<file path="config.mk">
export PLATFORM = sky130hd
export DESIGN_NAME = program_loader
export DESIGN_NICKNAME = d
export VERILOG_FILES = /design/src/rtl/program_loader_pkg.sv /design/src/rtl/program_loader_word_assembler.sv /design/src/rtl/program_loader.sv
export SDC_FILE = /design/constraint.sdc
export NUM_CORES = 1
export LEC_CHECK = 0
export ABC_AREA = 1
export CAP_MARGIN = 20
export CORE_MARGIN = 3
export CORE_UTILIZATION = 53
export CTS_CLUSTER_SIZE = 16
export DETAILED_ROUTE_END_ITERATION = 10
export PLACE_DENSITY = 0.76
export RECOVER_POWER = 100
export SKIP_CTS_REPAIR_TIMING = 1
export SYNTH_ARGS = -nofsm -noshare
export SYNTH_HDL_FRONTEND = slang
export SYNTH_HIERARCHICAL = 1
export SYNTH_SLANG_ARGS = --single-unit
</file>
<file path="constraint.sdc">
create_clock -name clk -period 4.1 [get_ports clk]
set_input_delay 0.82 -clock clk [delete_from_list [all_inputs] [get_ports clk]]
set_output_delay 0.82 -clock clk [all_outputs]
set_load 0.1 [all_outputs]
</file>
<file path="src/rtl/program_loader_pkg.sv">
// Shared definitions for the boot-time instruction-memory loader:
// state encoding, field widths and the running-checksum helper.
package program_loader_pkg;

    typedef enum logic [2:0] {
        S_HDR_HI = 3'd0,
        S_HDR_LO = 3'd1,
        S_DATA   = 3'd2,
        S_CHECK  = 3'd3,
        S_DONE   = 3'd4,
        S_ERR    = 3'd5
    } state_e;

    localparam int HDR_W      = 16;
    localparam int CSUM_W     = 8;
    localparam int BYTE_W     = 8;
    localparam int WORD_W     = 32;
    localparam int ADDR_W_DEF = 13;
    localparam int DEPTH_DEF  = 8192;

    // Fold one payload byte into the running XOR checksum.
    function automatic logic [CSUM_W-1:0] csum_update(input logic [CSUM_W-1:0] acc,
                                                      input logic [BYTE_W-1:0] b);
        return acc ^ b;
    endfunction

endpackage

</file>
<file path="src/rtl/program_loader_word_assembler.sv">
// Packs a big-endian byte stream into 32-bit words; word_valid_o pulses
// for one cycle after the fourth byte, word_o holds until the next word.
module word_assembler
    import program_loader_pkg::*;
(
    input  logic              clk,
    input  logic              reset,
    input  logic              clr_i,
    input  logic              byte_valid_i,
    input  logic [BYTE_W-1:0] byte_i,
    output logic              last_byte_o,
    output logic              word_valid_o,
    output logic [WORD_W-1:0] word_o
);

    logic [1:0]        pos_q, pos_d;
    logic [23:0]       sr_q, sr_d;
    logic [WORD_W-1:0] word_q, word_d;
    logic              valid_q, valid_d;

    assign last_byte_o  = byte_valid_i && (pos_q == 2'd3);
    assign word_valid_o = valid_q;
    assign word_o       = word_q;

    // Shift bytes in MSB-first; the fourth byte completes the word.
    always_comb begin
        pos_d   = pos_q;
        sr_d    = sr_q;
        word_d  = word_q;
        valid_d = 1'b0;
        if (clr_i) begin
            pos_d = 2'd0;
            sr_d  = 24'd0;
        end else if (byte_valid_i) begin
            pos_d = pos_q + 2'd1;
            if (pos_q == 2'd3) begin
                word_d  = {sr_q, byte_i};
                valid_d = 1'b1;
            end else begin
                sr_d = {sr_q[15:0], byte_i};
            end
        end else begin
            valid_d = 1'b0;
        end
    end

    // Assembler state register.
    always_ff @(posedge clk) begin
        if (!reset) begin
            pos_q   <= 2'd0;
            sr_q    <= 24'd0;
            word_q  <= 32'd0;
            valid_q <= 1'b0;
        end else begin
            pos_q   <= pos_d;
            sr_q    <= sr_d;
            word_q  <= word_d;
            valid_q <= valid_d;
        end
    end

endmodule

</file>
<file path="src/rtl/program_loader.sv">
// Loads a header + big-endian payload + XOR checksum image into instruction
// memory and holds the CPU in reset until a verified image is in place.
module program_loader
    import program_loader_pkg::*;
#(
    parameter int ADDR_W = ADDR_W_DEF,
    parameter int DEPTH  = DEPTH_DEF
) (
    input  logic              clk,
    input  logic              reset,
    input  logic              start,
    input  logic [7:0]        rx_data,
    input  logic              rx_valid,
    output logic              rx_ready,
    output logic              imem_wr_en,
    output logic [ADDR_W-1:0] imem_wr_addr,
    output logic [31:0]       imem_wr_data,
    output logic              cpu_reset,
    output logic              done,
    output logic              error
);

    localparam logic [HDR_W-1:0] DEPTH_L = HDR_W'(DEPTH);

    state_e              state_q, state_d;
    logic [7:0]          cnt_hi_q, cnt_hi_d;
    logic [HDR_W-1:0]    remaining_q, remaining_d;
    logic [ADDR_W-1:0]   addr_q, addr_d, wr_addr_q, wr_addr_d;
    logic [CSUM_W-1:0]   csum_q, csum_d;
    logic                cpu_reset_q, done_q, error_q;
    logic                accept_s, restart_s, byte_in_s, word_last_s, word_valid_s;
    logic [HDR_W-1:0]    hdr_s;
    logic [WORD_W-1:0]   word_s;

    assign rx_ready  = (state_q != S_DONE) && (state_q != S_ERR);
    assign accept_s  = rx_valid && rx_ready;
    assign restart_s = start && ((state_q == S_DONE) || (state_q == S_ERR));
    assign byte_in_s = accept_s && (state_q == S_DATA);
    assign hdr_s     = {cnt_hi_q, rx_data};

    word_assembler u_word_assembler (
        .clk          (clk),
        .reset        (reset),
        .clr_i        (restart_s),
        .byte_valid_i (byte_in_s),
        .byte_i       (rx_data),
        .last_byte_o  (word_last_s),
        .word_valid_o (word_valid_s),
        .word_o       (word_s)
    );

    assign imem_wr_en   = word_valid_s;
    assign imem_wr_data = word_s;
    assign imem_wr_addr = wr_addr_q;
    assign cpu_reset    = cpu_reset_q;
    assign done         = done_q;
    assign error        = error_q;

    // Header parse, payload word counting, checksum compare and restart.
    always_comb begin
        state_d     = state_q;
        cnt_hi_d    = cnt_hi_q;
        remaining_d = remaining_q;
        addr_d      = addr_q;
        wr_addr_d   = wr_addr_q;
        csum_d      = csum_q;
        case (state_q)
            S_HDR_HI: begin
                if (accept_s) begin
                    cnt_hi_d = rx_data;
                    state_d  = S_HDR_LO;
                end else begin
                    state_d = S_HDR_HI;
                end
            end
            S_HDR_LO: begin
                if (accept_s) begin
                    remaining_d = hdr_s;
                    if (hdr_s > DEPTH_L) begin
                        state_d = S_ERR;
                    end else if (hdr_s == 16'd0) begin
                        state_d = S_CHECK;
                    end else begin
                        state_d = S_DATA;
                    end
                end else begin
                    state_d = S_HDR_LO;
                end
            end
            S_DATA: begin
                if (byte_in_s) begin
                    csum_d = csum_update(csum_q, rx_data);
                    if (word_last_s) begin
                        wr_addr_d   = addr_q;
                        addr_d      = addr_q + ADDR_W'(1);
                        remaining_d = remaining_q - 16'd1;
                        if (remaining_q == 16'd1) begin
                            state_d = S_CHECK;
                        end else begin
                            state_d = S_DATA;
                        end
                    end else begin
                        state_d = S_DATA;
                    end
                end else begin
                    state_d = S_DATA;
                end
            end
            S_CHECK: begin
                if (accept_s) begin
                    state_d = (rx_data == csum_q) ? S_DONE : S_ERR;
                end else begin
                    state_d = S_CHECK;
                end
            end
            S_DONE, S_ERR: begin
                if (restart_s) begin
                    state_d = S_HDR_HI;
                    addr_d  = '0;
                    csum_d  = 8'd0;
                end else begin
                    state_d = state_q;
                end
            end
            default: begin
                state_d = S_ERR;
            end
        endcase
    end

    // State and status registers; status follows the next state so it
    // changes in the same cycle as the state.
    always_ff @(posedge clk) begin
        if (!reset) begin
            state_q     <= S_HDR_HI;
            cnt_hi_q    <= 8'd0;
            remaining_q <= 16'd0;
            addr_q      <= '0;
            wr_addr_q   <= '0;
            csum_q      <= 8'd0;
            cpu_reset_q <= 1'b1;
            done_q      <= 1'b0;
            error_q     <= 1'b0;
        end else begin
            state_q     <= state_d;
            cnt_hi_q    <= cnt_hi_d;
            remaining_q <= remaining_d;
            addr_q      <= addr_d;
            wr_addr_q   <= wr_addr_d;
            csum_q      <= csum_d;
            cpu_reset_q <= (state_d != S_DONE);
            done_q      <= (state_d == S_DONE);
            error_q     <= (state_d == S_ERR);
        end
    end

endmodule

</file>
==> results of run 1 <==
==> worst max-delay path, cell delays in order <==
cell and delay (ns):
dlygate4sd3_1 0.59, inv_1 0.13, nor2_1 0.78, nor2_1 0.41, nor2_1 0.74, nand4_1 0.18, a21oi_1 0.19
==> area by class of cell <==
cell class | count | area [um2]
Clock buffer | 17 | 414.1
Tap cell | 136 | 170.2
Inverter | 94 | 352.8
Clock inverter | 15 | 162.7
Sequential cell | 123 | 2462
Multi-Input combinational cell | 599 | 2666
Fill cell | 923 | 3567
Timing Repair Buffer | 63 | 620.6
==> power groups by stage <==
stage               Clock, mW  Sequential, mW  Combinational [mW]
finish                   1.45            1.27               0.401
global route             1.52            1.28               0.454
CTS                      1.47            1.27               0.402
detailed placement          0            1.30               0.398
global placement            0            1.30               0.388
floorplan                   0            1.30               0.299
==> per-stage QoR <==
stage,cell area [um2],total power [mW],hold WS [ns]
after floorplan,5728,1.604,0.4433
after global placement,6311,1.686,0.4542
after detailed placement,6311,1.697,0.4589
after CTS,6888,3.147,0.4709
after global routing,6849,3.255,0.4852
final,6849,3.125,0.4665
==> flip-flops by register name, summed over array words and instances, names as in the netlist, 2 cells and up <==
register	flops
u_word_assembler/word_o	32
addr_q	13
u_word_assembler/pos_q	2
imem_wr_addr	13
csum_q	8
state_q	3
remaining_q	16
cnt_hi_q	8
u_word_assembler/sr_q	24
==> placed cells by master (no fill, tap or decap), drive strengths merged, types with 8 or more instances in the layout <==
master and count:
a21oi 58, clkbuf 17, clkdlybuf4s50 8, dfxtp 123, dlygate4sd3 52, inv 100
nand2 212, nand3 35, nand4 13, nor2 188, o21ai 65
==> worst max-delay path by stage <==
stage	startpoint	to	slack, ns	cells after the start
3_5_place_dp	rx_valid	addr_q[4]	1.14	9
4_1_cts	state_q[1]	rx_ready	0.87	3
2_1_floorplan	rx_valid	remaining_q[0]	2.02	11
6_report	rx_valid	addr_q[9]	0.69	7
5_1_grt	rx_valid	imem_wr_addr[11]	0.42	7
3_3_place_gp	rx_valid	addr_q[4]	1.24	9
==> cell usage after synthesis, drive strengths merged <==
master  instances
inv            94
nor2          188
xnor2           2
xor2            5
nor3            5
a211oi          1
a31oi           1
a21oi          58
nand4          13
o211ai          3
buf            21
o22ai           3
nand3b          1
nand3          35
a22oi           1
nand2         212
o21bai          1
o21ai          65
clkbuf         12
dfxtp         123
ha              5
==> kinds of logic after synthesis <==
| group | Yosys count | share of synthesized area |
|---|---|---|
| and+or+nand+nor | 454 | 0.3309 |
| AOI/OAI and AO/OA | 133 | 0.1197 |
| buffers and inverters | 127 | 0.09786 |
| DFF | 123 | 0.4299 |
| xor gates and xnor gates | 7 | 0.01070 |
| adders and majority gates | 5 | 0.01092 |
==> routing by layer <==
metal / track usage / vias to the layer above
met5: 0 / -
met4: 0.08638 / 0
met3: 0.04874 / 26
met2: 0.4034 / 182
met1: 0.3050 / 2512
li1: - / 2778
==> results.cfg, run 1 <==
[die]
fp.dieW_um = 110.0
die-area_um2 = 12090
start_util = 0.5499
ios = 62
rows = 37
die_y_um = 110.0
core_um2 = 10420

[sta]
finalHoldViolCount = 0
setup_viol = 0
skew_ns = 0.008553
finalSetupTns_ns = 0
tightest_slew_ns = 1.002
setup_ws_ns = 0.6869
maxSlewViolCount = 0
relSlewSlack = 0.3300
min_period_over_period = 0.8325
clock.fmax_ghz = 0.2930
min_period_ns = 3.413
rsz0062_at_grt = no

[clocking]
root_buffer = clkbuf_8
cts_buffer_depth = 2
clk_pin_slew_ns = 0.06
cts_htree_levels = 4
cts_tree = done
numCtsBuffers = 17
cts.sinks = 123
clk_latency_ns = 0.52

[global_routing]
grt_pass1_wl_um = 23030
overflow = 0
grt_usage = 0.2403
grt_start_max_net_pins = 65
antenna_found_initial = 0
grt_pass1_vias = 5028

[min_path]
hold_start = imem_wr_addr[2]
whs_endpoint = imem_wr_addr[2]
holdCritPathClass = register to register
holdPathStages = 2

[synth]
yosysTopAreaCell = dfxtp_1
synth.cell_area_um2 = 5728
synth.ff_latch_count = 123
synthTopCellsByArea = dfxtp_1, nand2_1, nor2_1
yosys_warnings = 6
syn_area_per_cell_um2 = 6.747
synth_seq_area_share = 0.4299
synth_nets = 866
synth_cell_types = 35
netlist_instances = 849
synth_top_area_share = 0.4299

[setup_path]
reg2reg_slack_ns = 0.90
cp-end-kind = register
rr_worst_depth = 8
crit_path_max_fanout = 15
r2r_start = state_q[1]
worstPathArrival_ns = 3.85
timing.rr.end = addr_q[9]
cp.required_ns = 4.54
critPathKind = input pin to register
cp-start-kind = input pin

[power_and_ir_drop]
peakVddDrop_v = 0.0002939
net-switching-power_mw = 0.8921
p_clk_frac = 0.464
p_leak_nw = 3.171
intPower_mw = 2.233
swShare = 0.2855
combPwrFrac = 0.128
seq_power_share = 0.408
powerDensity_nw_per_um2 = 456.2

[cells_and_area]
area_delta_synth_final_pct = 19.57
layout.cells.non_filler = 1047
fin_nets = 915
drive_gt1_frac = 0.05379
diodes = 0
fin_util = 0.6575

[route]
top_layer = met4
detail-route-antenna-nets = 0
wirelength_um = 13880
dr_wl_met2_um = 6687
drt_first_pass_iters = 6
drc = 0
wl_per_cell_um = 13.26
met3_length_um = 751
m1WireLength_um = 6207
vias = 5498
drt_iter0_markers = 503
via_per_inst = 5.251

[run]
maxCapViolations = 0

[place]
dp_hpwl_um = 9473
gp_congestion = 0.8999
place_ws_ns = 1.143
port_buffers = 61
dpl.cell_count = 1015

[run_status]
outcome = finished clean
No activity file was read; power rests on OpenSTA's default activity.
==> inputs of run 2 (changes only) <==
--- a/config.mk
+++ b/config.mk
@@ -8,7 +8,7 @@
 export ABC_AREA = 1
 export CAP_MARGIN = 20
 export CORE_MARGIN = 3
-export CORE_UTILIZATION = 53
+export CORE_UTILIZATION = 51
 export CTS_CLUSTER_SIZE = 16
 export DETAILED_ROUTE_END_ITERATION = 10
 export PLACE_DENSITY = 0.76
==> constraint.sdc (replaced) <==
create_clock -name clk -period 3 [get_ports clk]
set_input_delay 0.6 -clock clk [delete_from_list [all_inputs] [get_ports clk]]
set_output_delay 0.6 -clock clk [all_outputs]
set_load 0.1 [all_outputs]
==> results.cfg, run 2 (synthesis results as in run 1) <==
[global_routing]
grt_util_met2 = 0.3617
antenna_found_initial = 0
grt_pass1_vias = 4905
busiest_layer = met2
grt_start_max_net_pins = 65
use_met1 = 0.2965
grt.met3_usage = 0.05326
overflow = 0
grt_pass1_wl_um = 23100
grt_usage = 0.2250

[cells_and_area]
diodes = 0
final_common_cell = nand2_1
layout.cells.non_filler = 1054
layout_common_cells = nand2_1, nor2_1, dfxtp_1, inv_1, o21ai_0
fillCellCount = 1045
fin_nets = 918
area_delta_synth_final_pct = 15.66
fin_util = 0.6085
largest_reg_flops = 32
drive_gt1_frac = 0.05799

[route]
drt_iter0_markers = 514
drt_first_pass_iters = 5
via_per_inst = 5.080
wl_per_cell_um = 13.13
wirelength_um = 13840
drc = 0
vias = 5354
detail-route-antenna-nets = 0

[place]
dpl.cell_count = 1022
gp_congestion = 0.8920
dp_hpwl_um = 9109
port_buffers = 61

[power_and_ir_drop]
p_leak_nw = 2.966
powerDensity_nw_per_um2 = 666.1
peakVddDrop_v = 0.0003142

[die]
ios = 62
start_util = 0.5261
die-area_um2 = 12540
fp.dieW_um = 112.0
die_y_um = 112.0
core_um2 = 10890
rows = 38

[sta]
finalSetupTns_ns = 0
skew_ns = 0.01633
rsz0062_at_grt = no
relSlewSlack = 0.2085
finalHoldViolCount = 0
setup_viol = 0
tightest_slew_ns = 1.192
maxSlewViolCount = 0
min_period_over_period = 0.8276
min_period_ns = 2.483
clock.fmax_ghz = 0.4028

[setup_path]
critical_path.most_common_cell = inv_1
cp-end-kind = register
cp.required_ns = 3.38
crit_path_max_fanout = 26
cp-start-kind = register
slowest_delay_ns = 0.37
crit_path_top_delay_cell = dfxtp_1
crit_chain = inv_1, nor2_1, nand2_4, nor2_8, nand2_1, inv_1, nand2_4, nand2_8, inv_1, o21ai_0, a21oi_1
worstPathArrival_ns = 2.86
critPathKind = register to register

[clocking]
cts_htree_levels = 4
cts.sinks = 123
numCtsBuffers = 17
clk_pin_slew_ns = 0.06
clk_latency_ns = 0.53
cts_buffer_depth = 2
root_buffer = clkbuf_8
cts_tree = done

[run_status]
outcome = finished clean

[min_path]
holdCritPathClass = register to register

[run]
maxCapViolations = 0
## run 2: cell count changes in the layout (fill, tap and decap cells not counted), moves of 3 or more
cell	change
dlygate4sd3_1	-50
buf_4	+3
inv_6	-6
clkinv_2	+3
clkbuf_1	+50
## run 2: layout make-up
class / count / area [um2] / share of cell area
tap: 140 / 175.2 / 0.02644
timing repair buffer: 66 / 331.6 / 0.05005
inverter: 94 / 352.8 / 0.05326
sequential: 123 / 2462 / 0.3717
clock buffer: 20 / 445.4 / 0.06723
multi-input combinational: 599 / 2688 / 0.4057
clock inverter: 12 / 170.2 / 0.02568
## run 2: final timing paths
path / start / endpoint / slack (ns) / depth (start not counted)
worst min register to register: imem_wr_addr[1] / imem_wr_addr[1] / 0.47 / 2
worst max register to register: state_q[1] / remaining_q[3] / 0.52 / 11
worst min-delay path: imem_wr_addr[1] / imem_wr_addr[1] / 0.47 / 2
worst max-delay path: state_q[1] / remaining_q[3] / 0.52 / 11
## run 2: where the power goes
part           internal [mW]  switching [mW]  leakage, nW  total [mW]
Combinational          0.160           0.387         1.67       0.547
Sequential              1.70          0.0443        0.994        1.74
Clock                   1.39           0.739        0.304        2.13
## run 2: per-layer routing
| metal | part of all wire | routed length [um] |
|---|---|---|
| met3 | 0.059 | 814 |
| met1 | 0.46 | 6313 |
| met2 | 0.46 | 6397 |
| met4 | 0.023 | 313 |
| met5 | 0 | 0 |
## run 2: critical path, delay by kind of cell, from the launching register on
family / cells / cell delay (ns)
buffers and inverters: 3 / 0.44
and+or+nand+nor: 6 / 1.21
AOI/OAI and AO/OA: 2 / 0.29
DFF: 1 / 0.37
## run 2: through the flow
step	hold slack (ns)	power, mW	setup WS (ns)	area, um2
detailed placement	0.4627	2.316	0.2644	6213
CTS	0.4679	4.426	0.7417	6829
global route	0.4885	4.576	0.2773	6625
global placement	0.4566	2.309	0.3252	6213
finish	0.4707	4.413	0.5172	6625
floorplan	0.4433	2.192	1.137	5728
